## src/rtl/conv_pkg.sv

```systemverilog
// rtl/conv_pkg.sv - shared types and constants for the convolution sequencer
package conv_pkg;

  typedef enum logic [1:0] {
    IDLE  = 2'd0,
    LOAD  = 2'd1,
    CONV  = 2'd2,
    FLUSH = 2'd3
  } state_t;

  localparam int FRAME_CNT_WIDTH = 8;

endpackage

```

## src/rtl/load_counter.sv

```systemverilog
// rtl/load_counter.sv - per-stream word counter that saturates at SIZE-1 and flags full
module load_counter #(
  parameter int SIZE  = 4,
  parameter int WIDTH = 2
) (
  input  logic             clk,
  input  logic             reset,
  input  logic             clear,
  input  logic             set_full,
  input  logic             inc,
  output logic [WIDTH-1:0] cnt,
  output logic             full
);

  localparam logic [WIDTH-1:0] LAST = WIDTH'(SIZE - 1);

  // The final word is written at LAST; full is raised instead of advancing past it.
  always_ff @(posedge clk) begin
    if (reset || clear) begin
      cnt  <= '0;
      full <= 1'b0;
    end else if (set_full) begin
      full <= 1'b1;
    end else if (inc && !full) begin
      if (cnt == LAST) begin
        full <= 1'b1;
      end else begin
        cnt <= cnt + 1'b1;
      end
    end
  end

endmodule

```

## src/rtl/conv_seq_ctrl.sv

```systemverilog
// rtl/conv_seq_ctrl.sv - frame sequencer: loads filter/input memories, then hands off to convolution
module conv_seq_ctrl
  import conv_pkg::*;
#(
  parameter int F_MEM_SIZE       = 4,
  parameter int X_MEM_SIZE       = 8,
  parameter int X_MEM_ADDR_WIDTH = 3,
  parameter int F_MEM_ADDR_WIDTH = 2
) (
  input  logic                        clk,
  input  logic                        reset,
  input  logic                        en,
  input  logic                        f_keep,
  input  logic                        s_valid_f,
  output logic                        s_ready_f,
  input  logic                        s_valid_x,
  output logic                        s_ready_x,
  output logic                        wr_en_f,
  output logic [F_MEM_ADDR_WIDTH-1:0] wr_addr_f,
  output logic                        wr_en_x,
  output logic [X_MEM_ADDR_WIDTH-1:0] wr_addr_x,
  output logic                        conv_start,
  input  logic                        conv_done,
  output logic                        busy,
  output logic [FRAME_CNT_WIDTH-1:0]  frame_cnt
);

  localparam logic [F_MEM_ADDR_WIDTH-1:0] F_LAST = F_MEM_ADDR_WIDTH'(F_MEM_SIZE - 1);
  localparam logic [X_MEM_ADDR_WIDTH-1:0] X_LAST = X_MEM_ADDR_WIDTH'(X_MEM_SIZE - 1);

  state_t state, next_state;

  logic                        f_full, x_full, f_loaded;
  logic [F_MEM_ADDR_WIDTH-1:0] f_cnt;
  logic [X_MEM_ADDR_WIDTH-1:0] x_cnt;
  logic                        load_entry, keep_f, f_last_acc, x_last_acc;

  assign load_entry = (next_state == LOAD) && (state != LOAD);
  assign keep_f     = f_keep && f_loaded;

  assign s_ready_f  = (state == LOAD) && !f_full;
  assign s_ready_x  = (state == LOAD) && !x_full;
  assign wr_en_f    = s_valid_f && s_ready_f;
  assign wr_en_x    = s_valid_x && s_ready_x;
  assign wr_addr_f  = f_cnt;
  assign wr_addr_x  = x_cnt;
  assign busy       = (state != IDLE);

  // Looking at the accepting word lets CONV begin the cycle right after the final accept.
  assign f_last_acc = wr_en_f && (f_cnt == F_LAST);
  assign x_last_acc = wr_en_x && (x_cnt == X_LAST);

  load_counter #(
    .SIZE  (F_MEM_SIZE),
    .WIDTH (F_MEM_ADDR_WIDTH)
  ) u_f_cnt (
    .clk      (clk),
    .reset    (reset),
    .clear    (load_entry && !keep_f),
    .set_full (load_entry && keep_f),
    .inc      (wr_en_f),
    .cnt      (f_cnt),
    .full     (f_full)
  );

  load_counter #(
    .SIZE  (X_MEM_SIZE),
    .WIDTH (X_MEM_ADDR_WIDTH)
  ) u_x_cnt (
    .clk      (clk),
    .reset    (reset),
    .clear    (load_entry),
    .set_full (1'b0),
    .inc      (wr_en_x),
    .cnt      (x_cnt),
    .full     (x_full)
  );

  always_comb begin
    next_state = state;
    case (state)
      IDLE:    if (en) next_state = LOAD;
      LOAD:    if ((f_full || f_last_acc) && (x_full || x_last_acc)) next_state = CONV;
      CONV:    if (conv_done) next_state = FLUSH;
      FLUSH:   next_state = en ? LOAD : IDLE;
      default: next_state = IDLE;
    endcase
  end

  always_ff @(posedge clk) begin
    if (reset) begin
      state      <= IDLE;
      conv_start <= 1'b0;
      frame_cnt  <= '0;
      f_loaded   <= 1'b0;
    end else begin
      state      <= next_state;
      conv_start <= (next_state == CONV);
      if (state == CONV && conv_done) frame_cnt <= frame_cnt + 1'b1;
      if (f_last_acc) f_loaded <= 1'b1;
    end
  end

endmodule

```

## config.mk

```make
export PLATFORM = sky130hd
export DESIGN_NAME = conv_seq_ctrl
export DESIGN_NICKNAME = d
export VERILOG_FILES = /design/src/rtl/conv_pkg.sv /design/src/rtl/load_counter.sv /design/src/rtl/conv_seq_ctrl.sv
export SDC_FILE = /design/constraint.sdc
export NUM_CORES = 1
export LEC_CHECK = 0
export BUFFER_PORTS_ARGS = -buffer_cell sky130_fd_sc_hd__buf_4
export CORE_UTILIZATION = 30
export CTS_BUF_LIST = sky130_fd_sc_hd__clkbuf_16
export DETAILED_ROUTE_END_ITERATION = 12
export HOLD_SLACK_MARGIN = 0.08
export SLEW_MARGIN = 20
export SYNTH_ARGS = -nofsm -noshare
export SYNTH_HDL_FRONTEND = slang
export SYNTH_HIERARCHICAL = 1
export SYNTH_SLANG_ARGS = --single-unit
export TNS_END_PERCENT = 100
```

## constraint.sdc

```tcl
create_clock -name clk -period 1.81 [get_ports clk]
set_clock_uncertainty 0.2 [all_clocks]
set_input_delay 0 -clock clk [delete_from_list [all_inputs] [get_ports clk]]
set_output_delay 0 -clock clk [all_outputs]
set_load 0.005 [all_outputs]
```

Word-level counts from Yosys, hierarchy flattened
Cells that the tools add are included.

word-level totals
  logic and storage cells = 59
  output and inout bits = 19
  input bits = 7
  bits in registers = 19

operators by class
  add/sub/neg operators = 3
  multiplexer cells = 8
  equality and inequality tests = 8
  bitwise gates (word level) = 3
  reduce and logical (&&, ||, !) cells = 29

operators by type and width
  kind                 count
  $logic_and 1x1->1    14
  $add 8x1->8 const B  1
  $eq 2x2->1 const B   4
  $pmux 2 s4           1
  $mux 2               3
  $reduce_and 2->1     3
  $reduce_bool 2->1    3
  $eq 2x1->1 const B   2
  $logic_or 1x1->1     4
  $mux 1               4
  $add 3x1->3 const B  1
  $eq 3x3->1 const B   1
  $logic_not 1->1      3
  $not 1->1            3
  $reduce_and 3->1     1
  $add 2x1->2 const B  1
  $logic_not 2->1      1
  $ne 2x1->1 const B   1

Logic depth before layout (Yosys ltp)
Gate-level depths: netlist of the first run.

  depth in word-level cells = 13
  gate-level depth with buffers = 6
  mapped depth without buffers = 5

Modules after synthesis
The synthesis of the first run kept the hierarchy.

by module, submodules not included
  module                   instances  seq. area each (um^2)  cells each  area an instance (um^2)
  conv_seq_ctrl            1          240.2                  68          589.3
  load_counter at u_x_cnt  1          80.1                   18          217.7
  load_counter at u_f_cnt  1          60.1                   13          158.9

Least setup slack after synthesis of the first run
Ideal clock, no wire load.

  path kind = register to register
  from = register state[1]
  to = register u_f_cnt.cnt[0]
  setup slack = -0.132 ns
  data required time = 1.489 ns
  arrival = 1.621 ns
  library setup time = 0.121 ns
  buffers on the path = 1
  clock period less this slack = 1.942 ns
  stages on the path, launching flop included = 5
  cell sequence = dfxtp_1 buf_4 nor4bb_1 nor4b_4 mux2_2

between the ends
  longest elaborated chain between the ends = 13
  elaborated cells on any way between the ends = 26
  those cells by class = eq/ne (5); mux (4); bitwise (1); reduce/logical (16)

ends and longest elaborated chain
  what                        line                 RTL
  start, declared             conv_seq_ctrl.sv:31  state_t state, next_state;
  start signal, assigned      conv_seq_ctrl.sv:97  state <= next_state;
  $eq 2x1->1 (*)              conv_seq_ctrl.sv:41  assign s_ready_f = (state == LOAD) && !f_full;
  $logic_and 1x1->1 (*)       conv_seq_ctrl.sv:41
  $logic_and 1x1->1 (*)       conv_seq_ctrl.sv:43  assign wr_en_f = s_valid_f && s_ready_f;
  via wr_en_f                 conv_seq_ctrl.sv:18  output logic wr_en_f,
  $logic_and 1x1->1           conv_seq_ctrl.sv:50  assign f_last_acc = wr_en_f && (f_cnt == F_LAST);
  $logic_or 1x1->1            conv_seq_ctrl.sv:83  LOAD: if ((f_full || f_last_acc) && (x_full || x_last_acc)) next_state = CONV;
  $logic_and 1x1->1           conv_seq_ctrl.sv:83
  $mux 2                      conv_seq_ctrl.sv:83
  $pmux 2 s4                  conv_seq_ctrl.sv:81  case (state)
  $eq 2x1->1                  conv_seq_ctrl.sv:38  assign load_entry = (next_state == LOAD) && (state != LOAD);
  $logic_and 1x1->1           conv_seq_ctrl.sv:38
  $logic_and 1x1->1           conv_seq_ctrl.sv:60  .set_full (load_entry && keep_f),
  $not 1->1 (no line)         n/a
  $reduce_and 3->1 (no line)  n/a
  end signal, assigned        load_counter.sv:28   cnt <= cnt + 1'b1;
  end, declared               load_counter.sv:11   output logic [WIDTH-1:0] cnt,

The timed path passes the listed nets; every way through them passes the cells marked *.
A chain may end at the register's enable or synchronous reset.

Worst setup path in the final report of the first run
  from = register u_x_cnt.cnt[0]
  to = register u_x_cnt.cnt[0]

between the ends
  longest elaborated chain between the ends = 9
  elaborated cells on any way between the ends = 12
  those cells by class = add/sub (1); eq/ne (2); mux (2); bitwise (1); reduce/logical (6)

ends and longest elaborated chain
  what                    line                                     RTL
  start, declared         load_counter.sv:11
  start signal, assigned  load_counter.sv:28
  $eq 3x3->1              load_counter.sv:25, conv_seq_ctrl.sv:51
  $logic_and 1x1->1       conv_seq_ctrl.sv:51                      assign x_last_acc = wr_en_x && (x_cnt == X_LAST);
  $logic_or 1x1->1        conv_seq_ctrl.sv:83
  $logic_and 1x1->1       conv_seq_ctrl.sv:83
  $mux 2                  conv_seq_ctrl.sv:83
  $pmux 2 s4              conv_seq_ctrl.sv:81
  $eq 2x1->1              conv_seq_ctrl.sv:38
  $logic_and 1x1->1       conv_seq_ctrl.sv:38
  $logic_or 1x1->1        load_counter.sv:19                       if (reset || clear) begin

Several ways; a longest one is shown, not always the timed one.

==> key figures, run 1 <==
Outcome
  • Run status: completed

Setup path
  • Crit. Startpoint: u_x_cnt/cnt[0]$_SDFFE_PP0P_
  • Register-to-Register Path Depth: 4
  • Crit-path cells: ha_1 -> ha_1 -> nor4b_4 -> mux2_2
  • Element type at the critical path end: flip-flop
  • CP required: 1750 ps
  • Startpoint Class: flip-flop
  • Crit Path Max Fanout: 5
  • Cell mode on critical path: ha_1
  • Reg-to-reg endpoint: u_x_cnt/cnt[0]$_SDFFE_PP0P_
  • Slowest-stage cell, CP: mux2_2
  • CP delay by family, top: adder cells
  • FF-to-FF Start: u_x_cnt/cnt[0]$_SDFFE_PP0P_
  • Worst R2R Setup Slack: 30 ps
  • Worst path max stage delay: 380 ps
  • Crit Path Category: flip-flop to flip-flop
  • Arrival @ worst endpoint: 1710 ps
  • Crit path buffers/inverters: 0

Synthesis
  • Number of synthesized flops with an enable pin: 0
  • Synthesized area: 966 sq um
  • Register area share after synthesis: 0.394
  • Avg Cell Area, Syn: 9.76 sq um
  • Yosys cell types: 33
  • Yosys warns: 6
  • Post-Synthesis Cells: 99
  • FF+latch count, synth: 19
  • Main synth FF type: dfxtp_1
  • Asr flop ratio synth: 0

Global route
  • Global-route wire length before repair: 3480 um
  • GR Util met1: 0.166
  • GRT met3 Usage: 0.0462
  • Global routing usage on met2: 0.221
  • GRT Util Overall: 0.132
  • Most used routing layer: met2
  • Largest net degree at the start of global routing: 25
  • GRT Residual Overflow: 0
  • Initial antenna violation count: 0
  • Vias in the first global route: 827

Flow run
  • MaxCap Viol Count: 0

CTS
  • Total CTS buffers: 3
  • Setup Buffers After CTS: 0
  • CTS clk-pin slew, worst paths: 60 ps
  • Maximum clock path buffer count: 2
  • Skew-Pair Late Insertion Delay: 250 ps
  • CTS root buf: clkbuf_16
  • H-tree depth: 1
  • CTS tree: done
  • Clock Sinks: 19

Floorplan
  • Initial core utilization: 0.316
  • Cell Rows: 20
  • Core Region: 0.00305 sq mm
  • Chip width: 58.7 um
  • Chip height: 58.7 um
  • Die ar.: 0.00345 sq mm
  • Top Ports: 26

Final layout
  • Register area: 382 sq um
  • Most frequent cells in the layout: buf_4 (29), dfxtp_1 (18), nor3b_1 (8)
  • P&R area growth vs syn: 46.4%
  • # fillers: 311
  • Ant. Diodes: 0
  • Multi-input logic area: 616 sq um
  • Commonest non-fill, non-tap cell in the layout: buf_4
  • Ratio of cells with drive above 1 in the final layout: 0.358
  • Nets: 149
  • Final core utilization: 0.463

STA
  • RSZ-0062 raised after global routing: true
  • Final hold viol count: 0
  • Max-slew violation count: 0
  • Hold WS: 287 ps
  • Post-route minimum period: 1780 ps
  • Final period utilization: 0.982
  • FMAX: 563 MHz
  • Setup Viol. Count Final: 0

Worst hold path
  • Hold Path Sink: frame_cnt[7]$_SDFFE_PP0P_
  • Worst Hold Class: flip-flop to flip-flop
  • Hold_sp: frame_cnt[7]$_SDFFE_PP0P_
  • WHS Path Cells: 2

Detailed routing
  • Remaining DRCs: 0
  • Final wirelength: 2130 um
  • Routed Antenna Nets: 0
  • Drt via density: 4.86
  • Drt initial violations: 41
  • Wirelength per Cell: 11.7 um
  • Total number of vias: 879
  • Drt first pass iters: 4

Pwr
  • Static Leakage: 0.588 nW
  • PwrDens: 698 mW/mm^2
  • Max VDD drop: 0.000448 V

Place
  • RePlAce Congestion: 0.716
  • Port bufs: 25
  • Post-DP HPWL: 1540 um
-- per-layer routing --
| layer | up-vias | part of all wire |
|---|---|---|
| met5 | - | 0 |
| met4 | 0 | 0 |
| met3 | 0 | 0.056 |
| met2 | 24 | 0.46 |
| met1 | 402 | 0.48 |
| li1 | 453 | - |
-- worst max-delay path by stage --
stage                     depth (start not counted)  slack (ps)                           to
final                                             4          30  u_x_cnt/cnt[0]$_SDFFE_PP0P_
after detailed placement                          4         0.5  u_x_cnt/cnt[1]$_SDFFE_PP0P_
after global placement                            4          60  u_x_cnt/cnt[2]$_SDFFE_PP0P_
after global routing                              5         -20  u_x_cnt/cnt[1]$_SDFFE_PP0P_
after CTS                                         5          10  u_x_cnt/cnt[1]$_SDFFE_PP0P_
after floorplan                                   6          10  u_x_cnt/cnt[0]$_SDFFE_PP0P_
-- state kept, by name (all words and copies together) (netlist names) --
| signal | count |
|---|---|
| u_x_cnt/cnt | 3 |
| f_loaded | 1 |
| u_f_cnt/cnt | 2 |
| frame_cnt | 8 |
| conv_start | 1 |
| state | 2 |
| u_x_cnt/full | 1 |
| u_f_cnt/full | 1 |
-- timing repair --
action | in CTS | in global routing
pin swaps | 1 | 0
hold buffers | 6 | 0
hold endpoints to repair | 16 | 0
endpoints found under the setup margin | 2 | 5
resized for setup | 0 | 4
-- stage by stage --
step                      area (sq um)  setup TNS, ps  setup WS [ps]  instances  power (mW)
after global placement            1260              0           56.8        171       0.526
final                             1410              0           32.9        181       0.987
after global routing              1410          -40.6          -16.3        181        1.03
after floorplan                    997              0           11.8        100       0.483
after CTS                         1400              0           11.9        181       0.997
after detailed placement          1260              0          0.494        171       0.526
-- layout make-up --
cell class,instances,area share
multi-input cells,78,0.435
flip-flops and latches,19,0.270
repair buffers,35,0.196
clock buffers,3,0.0531
well taps,44,0.0389
clock inverters,1,0.00354
inverters,1,0.00265
-- cell families (layout without fill, tap and decap cells) --
kind of cell | Yosys count | count (layout) | share of synthesized area
AO/OA/AOI/OAI | 20 | 20 | 0.132
XOR/XNOR | 2 | 2 | 0.0181
adder cells (fa/ha/maj) | 4 | 4 | 0.0518
buffers and inverters | 3 | 40 | 0.0155
flip-flops | 19 | 19 | 0.394
multiplexers | 6 | 6 | 0.0686
other | 1 | 2 | 0.00388
AND/OR/NAND/NOR | 44 | 44 | 0.316
-- tightest hold or removal path, stage by stage, from the launching register on --
cell and delay [ps]:
dfxtp_1 320, o31ai_1 60, a21oi_1 50
-- cell usage after synthesis, types with 2 or more instances --
cell type,number,area (sq um)
nor2_1,8,30.0
xor2_1,2,17.5
ha_1,4,50.1
nor3b_1,8,60.1
o21ai_0,4,20.0
nand2_1,3,11.3
o31ai_1,2,15.0
nor4b_4,2,47.6
nor3_1,6,30.0
nand2b_1,3,18.8
or4_1,2,15.0
a21oi_1,6,30.0
mux2_2,5,56.3
a211oi_1,2,15.0
dfxtp_1,19,380
or3_1,3,18.8
nand3_1,2,10.0
a31oi_1,2,12.5
nand4_1,2,12.5
-- power by group --
part           leakage (nW)  total, mW  internal [mW]  switching (mW)
clock network        0.0409      0.455          0.296           0.159
registers             0.154      0.433          0.424         0.00889
logic                 0.393     0.0993         0.0562          0.0431
total                 0.588      0.987          0.776           0.211
(Power assumes the default switching activity.)
==> run 2, diff against run 1 <==
--- a/config.mk
+++ b/config.mk
@@ -6,10 +6,13 @@
 export NUM_CORES = 1
 export LEC_CHECK = 0
 export BUFFER_PORTS_ARGS = -buffer_cell sky130_fd_sc_hd__buf_4
-export CORE_UTILIZATION = 30
+export CORE_UTILIZATION = 45
 export CTS_BUF_LIST = sky130_fd_sc_hd__clkbuf_16
 export DETAILED_ROUTE_END_ITERATION = 12
 export HOLD_SLACK_MARGIN = 0.08
+export PLACE_DENSITY = 0.73
+export RECOVER_POWER = 100
+export SKIP_CTS_REPAIR_TIMING = 1
 export SLEW_MARGIN = 20
 export SYNTH_ARGS = -nofsm -noshare
 export SYNTH_HDL_FRONTEND = slang
==> key figures, run 2 (synthesis results as in run 1) <==
CTS
  • CTS root buf: clkbuf_16
  • Maximum clock path buffer count: 2
  • CTS tree: done
  • CTS clk-pin slew, worst paths: 50 ps
  • Total CTS buffers: 3
  • Clock Sinks: 19
  • Skew-Pair Late Insertion Delay: 250 ps
  • H-tree depth: 1

Floorplan
  • Top Ports: 26
  • Core Region: 0.00198 sq mm
  • Cell Rows: 16
  • Chip height: 48.3 um
  • Die ar.: 0.00234 sq mm
  • Chip width: 48.3 um
  • Initial core utilization: 0.487

Detailed routing
  • Total number of vias: 888
  • Wirelength per Cell: 13.1 um
  • Routed Antenna Nets: 0
  • Drt first pass iters: 4
  • Remaining DRCs: 0
  • Drt via density: 5.35
  • Drt initial violations: 14
  • Final wirelength: 2170 um

Setup path
  • Crit Path Max Fanout: 6
  • Worst R2R Setup Slack: 40 ps
  • Arrival @ worst endpoint: 1710 ps
  • Slowest-stage cell, CP: dfxtp_4
  • Crit Path Category: flip-flop to flip-flop
  • Element type at the critical path end: flip-flop
  • Crit-path cells: nand2b_4 -> nor2_4 -> and2_4 -> nor4b_4 -> buf_4 -> mux2_2
  • Stages on worst setup path: 6
  • Worst path max stage delay: 370 ps
  • FF-to-FF Start: state[1]$_SDFF_PP0_
  • CP delay by family, top: simple AND/OR/NAND/NOR gates
  • Register-to-Register Path Depth: 6
  • Crit path buffers/inverters: 1
  • Reg-to-reg endpoint: u_x_cnt/cnt[2]$_SDFFE_PP0P_
  • Startpoint Class: flip-flop
  • CP required: 1750 ps

Global route
  • Global-route wire length before repair: 3460 um
  • GRT Residual Overflow: 0
  • Initial antenna violation count: 0
  • Largest net degree at the start of global routing: 25
  • GRT Util Overall: 0.188
  • Vias in the first global route: 808

Worst hold path
  • WHS Path Cells: 4
  • Worst Hold Class: input port to flip-flop
  • Hold Path Sink: u_f_cnt/full$_SDFFE_PP0P_
  • Hold_sp: f_keep

Flow run
  • MaxCap Viol Count: 0

STA
  • Setup Viol. Count Final: 0
  • FMAX: 565 MHz
  • RSZ-0062 raised after global routing: false
  • Post-route minimum period: 1770 ps
  • Final period utilization: 0.978
  • Final hold viol count: 0
  • Max-slew violation count: 0

Pwr
  • Static Leakage: 0.587 nW
  • Max VDD drop: 0.000563 V
  • PwrDens: 701 mW/mm^2

Place
  • RePlAce Congestion: 0.790
  • Post-DP HPWL: 1460 um
  • # placed instances: 156
  • Port bufs: 25

Final layout
  • P&R area growth vs syn: 44.9%
  • Final core utilization: 0.706
  • Top flop regs: frame_cnt (8), u_x_cnt/cnt (3)
  • Ratio of cells with drive above 1 in the final layout: 0.353
  • Commonest non-fill, non-tap cell in the layout: buf_4
  • Fin cells: 166
  • Ant. Diodes: 0
  • Max FFs per register: 8
  • Most frequent cells in the layout: buf_4 (18), dfxtp_1 (16), clkbuf_4 (12)
  • Multi-input logic area: 614 sq um
  • Largest Register: frame_cnt
  • Nets: 151
  • # fillers: 163
  • Register area: 387 sq um

Outcome
  • Run status: completed
-- run 2: worst max path at each step --
stage,startpoint,to,slack (ps)
floorplan,state[1]$_SDFF_PP0_,u_x_cnt/cnt[0]$_SDFFE_PP0P_,10
global route,state[1]$_SDFF_PP0_,u_x_cnt/cnt[2]$_SDFFE_PP0P_,6
CTS,state[1]$_SDFF_PP0_,u_x_cnt/cnt[2]$_SDFFE_PP0P_,-40
global placement,u_x_cnt/cnt[0]$_SDFFE_PP0P_,u_x_cnt/cnt[1]$_SDFFE_PP0P_,50
finish,state[1]$_SDFF_PP0_,u_x_cnt/cnt[2]$_SDFFE_PP0P_,40
detailed placement,state[1]$_SDFF_PP0_,u_x_cnt/cnt[2]$_SDFFE_PP0P_,-9
-- run 2: report_power, final --
part / leakage, nW / internal [mW] / total, mW / switching [mW]
sequential: 0.155 / 0.422 / 0.431 / 0.00882
combinational: 0.389 / 0.0588 / 0.102 / 0.0431
clock: 0.0423 / 0.294 / 0.449 / 0.155
total: 0.587 / 0.775 / 0.982 / 0.207
-- run 2: final cells by class --
type                            count  area share
Sequential cell                    19       0.276
Clock inverter                      1     0.00268
Clock buffer                        3      0.0536
Inverter                            1     0.00268
Tap cell                           27      0.0241
Timing Repair Buffer               37       0.202
Multi-Input combinational cell     78       0.439
-- run 2: worst min-delay path, stage by stage --
cell,delay [ps]
buf_4,120
a21oi_1,150
buf_4,150
nor3_1,50
-- run 2: layer usage --
| layer | vias up | GRT usage | wire length, um |
|---|---|---|---|
| li1 | 454 | - | - |
| met1 | 414 | 0.248 | 1060 |
| met2 | 18 | 0.298 | 1030 |
| met3 | 2 | 0.0409 | 65 |
| met4 | 0 | 0.0735 | 11 |
| met5 | - | 0 | 0 |
-- run 2: stage by stage --
step | total power [mW] | worst slack, ps | TNS, ps | hold slack, ps | cell area, sq um
after floorplan | 0.483 | 11.8 | 0 | -128 | 997
after global placement | 0.529 | 50.4 | 0 | 48.7 | 1250
after detailed placement | 0.530 | -8.68 | -11.5 | 55.5 | 1250
after CTS | 0.981 | -43.9 | -115 | -208 | 1330
after global routing | 1.01 | 6.14 | 0 | 108 | 1400
final | 0.982 | 39.9 | 0 | 57.2 | 1400
